--- src/rtl/led_bank_loader.sv ---
// Command front-end for a bank of dffr_dis_led cells: turns write/set/clear/rotate
// commands into registered per-bit load (dis=0) / hold (dis=1) cycles on the bank.
module led_bank_loader #(
    parameter int WIDTH = 8,
    parameter int DIV   = 4,
    parameter int STEPW = 4
) (
    input  logic             clk_i,
    input  logic             rst_ni,
    input  logic             valid_i,
    output logic             ready_o,
    input  logic [1:0]       op_i,
    input  logic [WIDTH-1:0] data_i,
    input  logic [WIDTH-1:0] mask_i,
    input  logic [STEPW-1:0] steps_i,
    input  logic             abort_i,
    input  logic [WIDTH-1:0] q_i,
    output logic [WIDTH-1:0] d_o,
    output logic [WIDTH-1:0] dis_o,
    output logic             busy_o
);

    localparam int PW = (DIV > 1) ? $clog2(DIV) : 1;
    localparam logic [PW-1:0] PRESC_RELOAD = PW'(DIV - 1);

    typedef enum logic [1:0] {
        IDLE = 2'd0,
        EXEC = 2'd1,
        ROT  = 2'd2
    } state_t;

    state_t            state_reg, state_next;
    logic [PW-1:0]     presc_reg, presc_next;
    logic [STEPW-1:0]  remaining_reg, remaining_next;
    logic [WIDTH-1:0]  d_reg, d_next;
    logic [WIDTH-1:0]  dis_reg, dis_next;
    logic              ready_reg, ready_next;
    logic              busy_reg, busy_next;

    logic              tick;
    logic [WIDTH-1:0]  bank_now;
    logic [WIDTH-1:0]  bank_rot;

    // During a tick the bank is about to capture d_reg, so the next rotate step must
    // start from that value rather than from the not-yet-updated q_i (matters for DIV=1).
    assign tick     = (state_reg == ROT) && (presc_reg == '0);
    assign bank_now = tick ? d_reg : q_i;
    assign bank_rot = {bank_now[WIDTH-2:0], bank_now[WIDTH-1]};

    always_comb begin
        state_next     = state_reg;
        presc_next     = presc_reg;
        remaining_next = remaining_reg;
        d_next         = '0;
        dis_next       = '1;
        ready_next     = 1'b0;
        busy_next      = 1'b1;

        case (state_reg)
            IDLE: begin
                if (valid_i) begin
                    case (op_i)
                        2'b00: begin
                            state_next = EXEC;
                            d_next     = data_i;
                            dis_next   = ~mask_i;
                        end
                        2'b01: begin
                            state_next = EXEC;
                            d_next     = '1;
                            dis_next   = ~data_i;
                        end
                        2'b10: begin
                            state_next = EXEC;
                            d_next     = '0;
                            dis_next   = ~data_i;
                        end
                        default: begin
                            if (steps_i == '0) begin
                                state_next = EXEC;
                            end else begin
                                state_next     = ROT;
                                presc_next     = PRESC_RELOAD;
                                remaining_next = steps_i;
                            end
                        end
                    endcase
                end
            end
            EXEC: begin
                state_next = IDLE;
            end
            ROT: begin
                if (tick) begin
                    presc_next     = PRESC_RELOAD;
                    remaining_next = remaining_reg - STEPW'(1);
                    if (remaining_reg == STEPW'(1)) begin
                        state_next = IDLE;
                    end
                end else begin
                    presc_next = presc_reg - PW'(1);
                end
                if (abort_i) begin
                    state_next = IDLE;
                end
            end
            default: begin
                state_next = IDLE;
            end
        endcase

        // Outputs are registered, so the load pattern is prepared one cycle ahead.
        if (state_next == ROT && presc_next == '0) begin
            d_next   = bank_rot;
            dis_next = '0;
        end
        if (state_next == IDLE) begin
            ready_next = 1'b1;
            busy_next  = 1'b0;
        end
    end

    always_ff @(posedge clk_i or negedge rst_ni) begin
        if (!rst_ni) begin
            state_reg     <= IDLE;
            presc_reg     <= '0;
            remaining_reg <= '0;
            d_reg         <= '0;
            dis_reg       <= '1;
            ready_reg     <= 1'b1;
            busy_reg      <= 1'b0;
        end else begin
            state_reg     <= state_next;
            presc_reg     <= presc_next;
            remaining_reg <= remaining_next;
            d_reg         <= d_next;
            dis_reg       <= dis_next;
            ready_reg     <= ready_next;
            busy_reg      <= busy_next;
        end
    end

    assign d_o     = d_reg;
    assign dis_o   = dis_reg;
    assign ready_o = ready_reg;
    assign busy_o  = busy_reg;

endmodule
--- config.mk ---
export PLATFORM = sky130hd
export DESIGN_NAME = led_bank_loader
export DESIGN_NICKNAME = d
export VERILOG_FILES = /design/src/rtl/led_bank_loader.sv
export SDC_FILE = /design/constraint.sdc
export NUM_CORES = 1
export LEC_CHECK = 0
export ABC_CLOCK_PERIOD_IN_PS = 2020
export BUFFER_PORTS_ARGS = -buffer_cell sky130_fd_sc_hd__buf_2
export CAP_MARGIN = 20
export CORE_MARGIN = 4
export CORE_UTILIZATION = 47
export DETAILED_ROUTE_END_ITERATION = 7
export PLACE_DENSITY = 0.82
export SYNTH_ARGS = -nofsm -noshare
export SYNTH_HDL_FRONTEND = slang
export SYNTH_SLANG_ARGS = --single-unit
export TNS_END_PERCENT = 30
--- constraint.sdc ---
create_clock -name clk_i -period 2.02 [get_ports clk_i]
set_input_delay 0 -clock clk_i [delete_from_list [all_inputs] [get_ports clk_i]]
set_output_delay 0 -clock clk_i [all_outputs]
set_load 0.02 [all_outputs]
Word-level counts from Yosys, hierarchy flattened --
Index checks and enable logic that the tools add are counted.
Cells by class: $add $sub $neg 2, eq/ne operators 9, multiplexer cells 28, bitwise gates (word level) 2, reductions and logical operators 12
Operators with widths (count):
- 2-to-1 mux 8 bit | 7
- case mux 8 bit (2 select lines) | 2
- 2-to-1 mux 2 bit | 10
- 2-to-1 mux 4 bit | 4
- NOT 8 bit | 2
- logical NOT 2 bit | 5
- != test 2 bit (second input constant) | 4
- case mux 2 bit (2 select lines) | 2
- case mux 4 bit (2 select lines) | 1
- == test 2 bit (second input constant) | 3
- AND reduction 5 bit | 1
- == test 4 x 1 -> 1 bit (second input constant) | 1
- logical NOT 4 bit | 1
- subtractor 4 x 1 -> 4 bit (second input constant) | 1
- OR reduction 3 bit | 1
- == test 2 x 1 -> 1 bit (second input constant) | 1
- logical AND 1 bit | 2
- 2-to-1 mux 1 bit | 2
- nonzero test 2 bit | 1
- OR reduction 2 bit | 1
- subtractor 2 x 1 -> 2 bit (second input constant) | 1
Storage, ports and cells: flip-flop bits (word level) 26, input port bits 34, output and inout port bits 18, word-level logic and storage cells 60

Depth between registers and ports, before layout --
word-level depth 8, gate-level depth with buffers 6, gate-level depth less buffers 6

Least setup slack after synthesis --
Ideal clock, no wire load.
kind reg2reg, from register state_reg[1], to register dis_reg[0], in the netlist dis_o[0], setup time 0.099 ns, arrival time 1.254 ns, required time 1.921 ns, slack 0.667 ns, stages on the path, launching flop included 4, path buffers 0, clock period less this slack 1.353 ns, cells stage by stage dfrtp_1 -> or3b_2 -> nor2_1 -> a31oi_1
On the way: longest elaborated chain between the ends 8, elaborated cells between the ends (all ways) 15, those cells by class 2 x eq/ne; 9 x mux; 4 x reduce/logical
RTL lines:
- start: declaration | line 32 | state_t state_reg, state_next;
- start signal: assignment | line 133 | state_reg <= state_next;
- == test 2 bit | line 46, 59
- logical AND 1 bit | line 46 | assign tick = (state_reg == ROT) && (presc_reg == '0);
- 2-to-1 mux 2 bit | line 94 | if (tick) begin
- 2-to-1 mux 2 bit | line 103 | if (abort_i) begin
- case mux 2 bit (2 select lines) | line 59 | case (state_reg)
- == test 2 bit | line 113 | if (state_next == ROT && presc_next == '0) begin
- logical AND 1 bit | line 113
- 2-to-1 mux 8 bit * | line 113
- net dis_next[0] | line 36 | logic [WIDTH-1:0] dis_reg, dis_next;
- end signal: assignment | line 137 | dis_reg <= dis_next;
- end: declaration | line 36
The timed path passes the listed nets; every way through them passes the cells marked *. A chain may end at the register's enable or synchronous reset.

Final worst setup path --
from register state_reg[1], to register dis_reg[6], in the netlist dis_o[6]
The elaborated chain is that of the path after synthesis.

==> flow_summary_export.csv <==
group,metric,value,unit
placed_design,gp_congestion,0.873,
sta,period_share,85.2,%
sta,max_slew_margin,63.4,%
setup_path,cp.arrival,1.96,ns
sta,clock_skew,0.0108,ns
final_layout,final_nets,244,
route,wl_met1,1.45,mm
setup_path,critPathKind,"flop to flop",
logic_synthesis,yosys.area_share.simple,17.6,%
setup_path,r2r-end,"dis_o[6]",
floorplan,dieArea,0.00386,sq mm
flow_run,cap_violations,0,
route,wirelength,3.71,mm
sta,period_needed,1.72,ns
cts,cts_made_buffers,3,
sta,hold_viol,0,
floorplan,core,0.00278,sq mm
setup_path,critPathLaunchType,"flop",
floorplan,dieWidth,62.1,um
logic_synthesis,synth_top_family_by_area,"compound AO/OA/AOI/OAI gates",
final_layout,fillers,199,
cts,clkTransAtPathRegs,0.15,ns
logic_synthesis,synth_warnings,0,
floorplan,die_y,62.1,um
cts,cts_buffer_depth,2,
grt,grt_pass1_wl,6.08,mm
power_and_ir_drop,cellLeakagePower,0.942,nW
placed_design,port_buffers,51,
setup_path,end_kind,"flop",
sta,setup_slack,0.300,ns
final_layout,final_cells,235,
route,vias,1318,
logic_synthesis,synth_area_leaders,"dfrtp_1 (31%), dfstp_2 (17%), nand2b_1 (7.3%)",
sta,worstMarginPinSlew,0.549,ns
cts,cts.htree.levels,1,
cts,cts_root_buffer,"clkbuf_4",
logic_synthesis,ys.flop_type,"dfrtp_1",
route,wl_per_cell,15.8,um
cts,clk_latency,0.34,ns
placed_design,place_ws,0.364,ns
logic_synthesis,syn_nets,172,
logic_synthesis,synth_commonest_cells,"dfrtp_1 (17), nand2b_1 (16), a21oi_1 (12)",
logic_synthesis,ys_ff_latch,26,
logic_synthesis,synth-compound-area-share,17.8,%
sta,setup_viol,0,
route,dr.pass1.iters,4,
min_path,min_path_cells,4,
grt,grt_max_degree,27,
logic_synthesis,synth_most_common_cell,"dfrtp_1",
route,drc,0,
logic_synthesis,synthAdderAreaFrac,5.46,%
logic_synthesis,synthMuxAreaShare,6.55,%
logic_synthesis,async_reset_ff_share,100,%
logic_synthesis,ys_seq_area_share,48.1,%
route,dr_wl_met3,229,um
route,dr_wl_met2,1.88,mm
setup_path,crit_fanout,12,
grt,first_global_vias,1314,
logic_synthesis,synth_cells,132,
min_path,holdPathEnd,"state_reg[1]",
logic_synthesis,syn-cell-area,0.00138,sq mm
sta,setup-tns-final,0,ns
sta,maxSlewViolCount,0,
sta,grt_setup_unrepaired,"false",
min_path,hold_path.class,"primary input to flop",
setup_path,worstPathRequired,2.26,ns
sta,fmax,0.581,GHz
setup_path,r2r-start,"state_reg[1]",
placed_design,dp.cells,208,
floorplan,initial_utilization,49.4,%
route,drtIter0Drc,42,
floorplan,pin_count,52,
logic_synthesis,synth_edf_count,0,
grt,antenna_found_initial,1,
placed_design,hpwlAfterDp,2.55,mm
cts,cts_tree,"built",
grt,gr-total-overflow,0,
logic_synthesis,synth.top_cell.area_share,30.9,%
final_layout,drive_gt1_share,34.5,%
logic_synthesis,syn_avg_cell_area,10.4,sq um
power_and_ir_drop,powerDensity,715,mW/mm^2
route,avgViaCountPerCell,5.61,
setup_path,r2r_slack,0.30,ns
cts,cts_resized,0,
logic_synthesis,synth_top_area_cell,"dfrtp_1",
floorplan,rows,19,
logic_synthesis,synth_cell_types,33,
logic_synthesis,synth-xor-area-share,0,%
final_layout,area_growth,36.9,%
min_path,min-delay-start,"abort_i",
cts,clock-sinks,26,
status,status,"complete, no violations",
power_and_ir_drop,ir_drop,0.594,mV
route,highest_layer,"met4",
setup_path,r2r_cells,3,
route,ant_nets,0,
grt,grt_usage,21.8,%
-- repair_timing --
item	CTS	global route
setup buffers	0	0
endpoints found under the hold margin	31	0
endpoints found under the setup margin	0	0
hold buffers	22	0
-- power breakdown --
part	internal, mW	leakage, nW	switching (mW)
Clock	0.0777	0.0150	0.161
Combinational	0.188	0.615	0.253
Sequential	0.618	0.311	0.0476
-- cell usage in the layout, fill, tap and decap left out, types with 7 or more instances in the layout --
| cell | instances |
|---|---|
| buf_2 | 51 |
| dfstp_2 | 9 |
| o22ai_1 | 8 |
| a21oi_1 | 12 |
| dfrtp_1 | 17 |
| nand2b_1 | 16 |
| inv_1 | 7 |
| a31oi_1 | 9 |
| dlygate4sd3_1 | 22 |
| mux2i_1 | 9 |
-- worst max-delay path by stage --
stage                     slack (ns)  depth (start not counted)        to         start
final                           0.30                          3  dis_o[6]  state_reg[1]
after global routing            0.16                          3  dis_o[5]  state_reg[1]
after CTS                       0.33                          3  dis_o[5]  state_reg[1]
after detailed placement        0.36                          3  dis_o[5]  state_reg[1]
after global placement          0.45                          3  dis_o[4]  state_reg[1]
after floorplan                 0.67                          3  dis_o[0]  state_reg[1]
-- logic make-up after synthesis --
| family | Yosys count |
|---|---|
| AND/OR/NAND/NOR | 40 |
| AO/OA/AOI/OAI | 38 |
| flip-flops | 26 |
| buffers and inverters | 13 |
| multiplexers | 9 |
| adder cells (fa/ha/maj) | 6 |
-- through the flow --
stage	power, mW	util, %	area [sq um]	hold WS, ns
after detailed placement	1.08	58.7	1630	0.0230
after floorplan	0.943	-	1380	-0.296
final	1.35	67.7	1880	0.00311
after global placement	1.05	58.7	1630	0.0129
after CTS	1.34	67.6	1880	0.00471
after global routing	1.44	67.7	1880	0.0109
-- final cells by class --
| cell class | count | area (sq um) | share of cell area, % |
|---|---|---|---|
| Sequential cell | 26 | 662 | 35.1 |
| Multi-Input combinational cell | 93 | 652 | 34.6 |
| Timing Repair Buffer | 73 | 475 | 25.2 |
| Tap cell | 31 | 38.8 | 2.06 |
| Clock buffer | 4 | 26.3 | 1.40 |
| Inverter | 7 | 26.3 | 1.40 |
| Antenna cell | 1 | 2.50 | 0.133 |
-- critical path, cell delays in order (launching register included) --
cell,delay (ns)
dfrtp_1,0.43
or3b_2,0.61
nor2_1,0.43
a31oi_1,0.16
-- metal layers --
layer	track usage, %	up-vias
met5	0	-
met4	12.7	0
met3	3.31	13
met2	37.3	58
met1	25.7	627
li1	-	620
(Power assumes the default switching activity.)
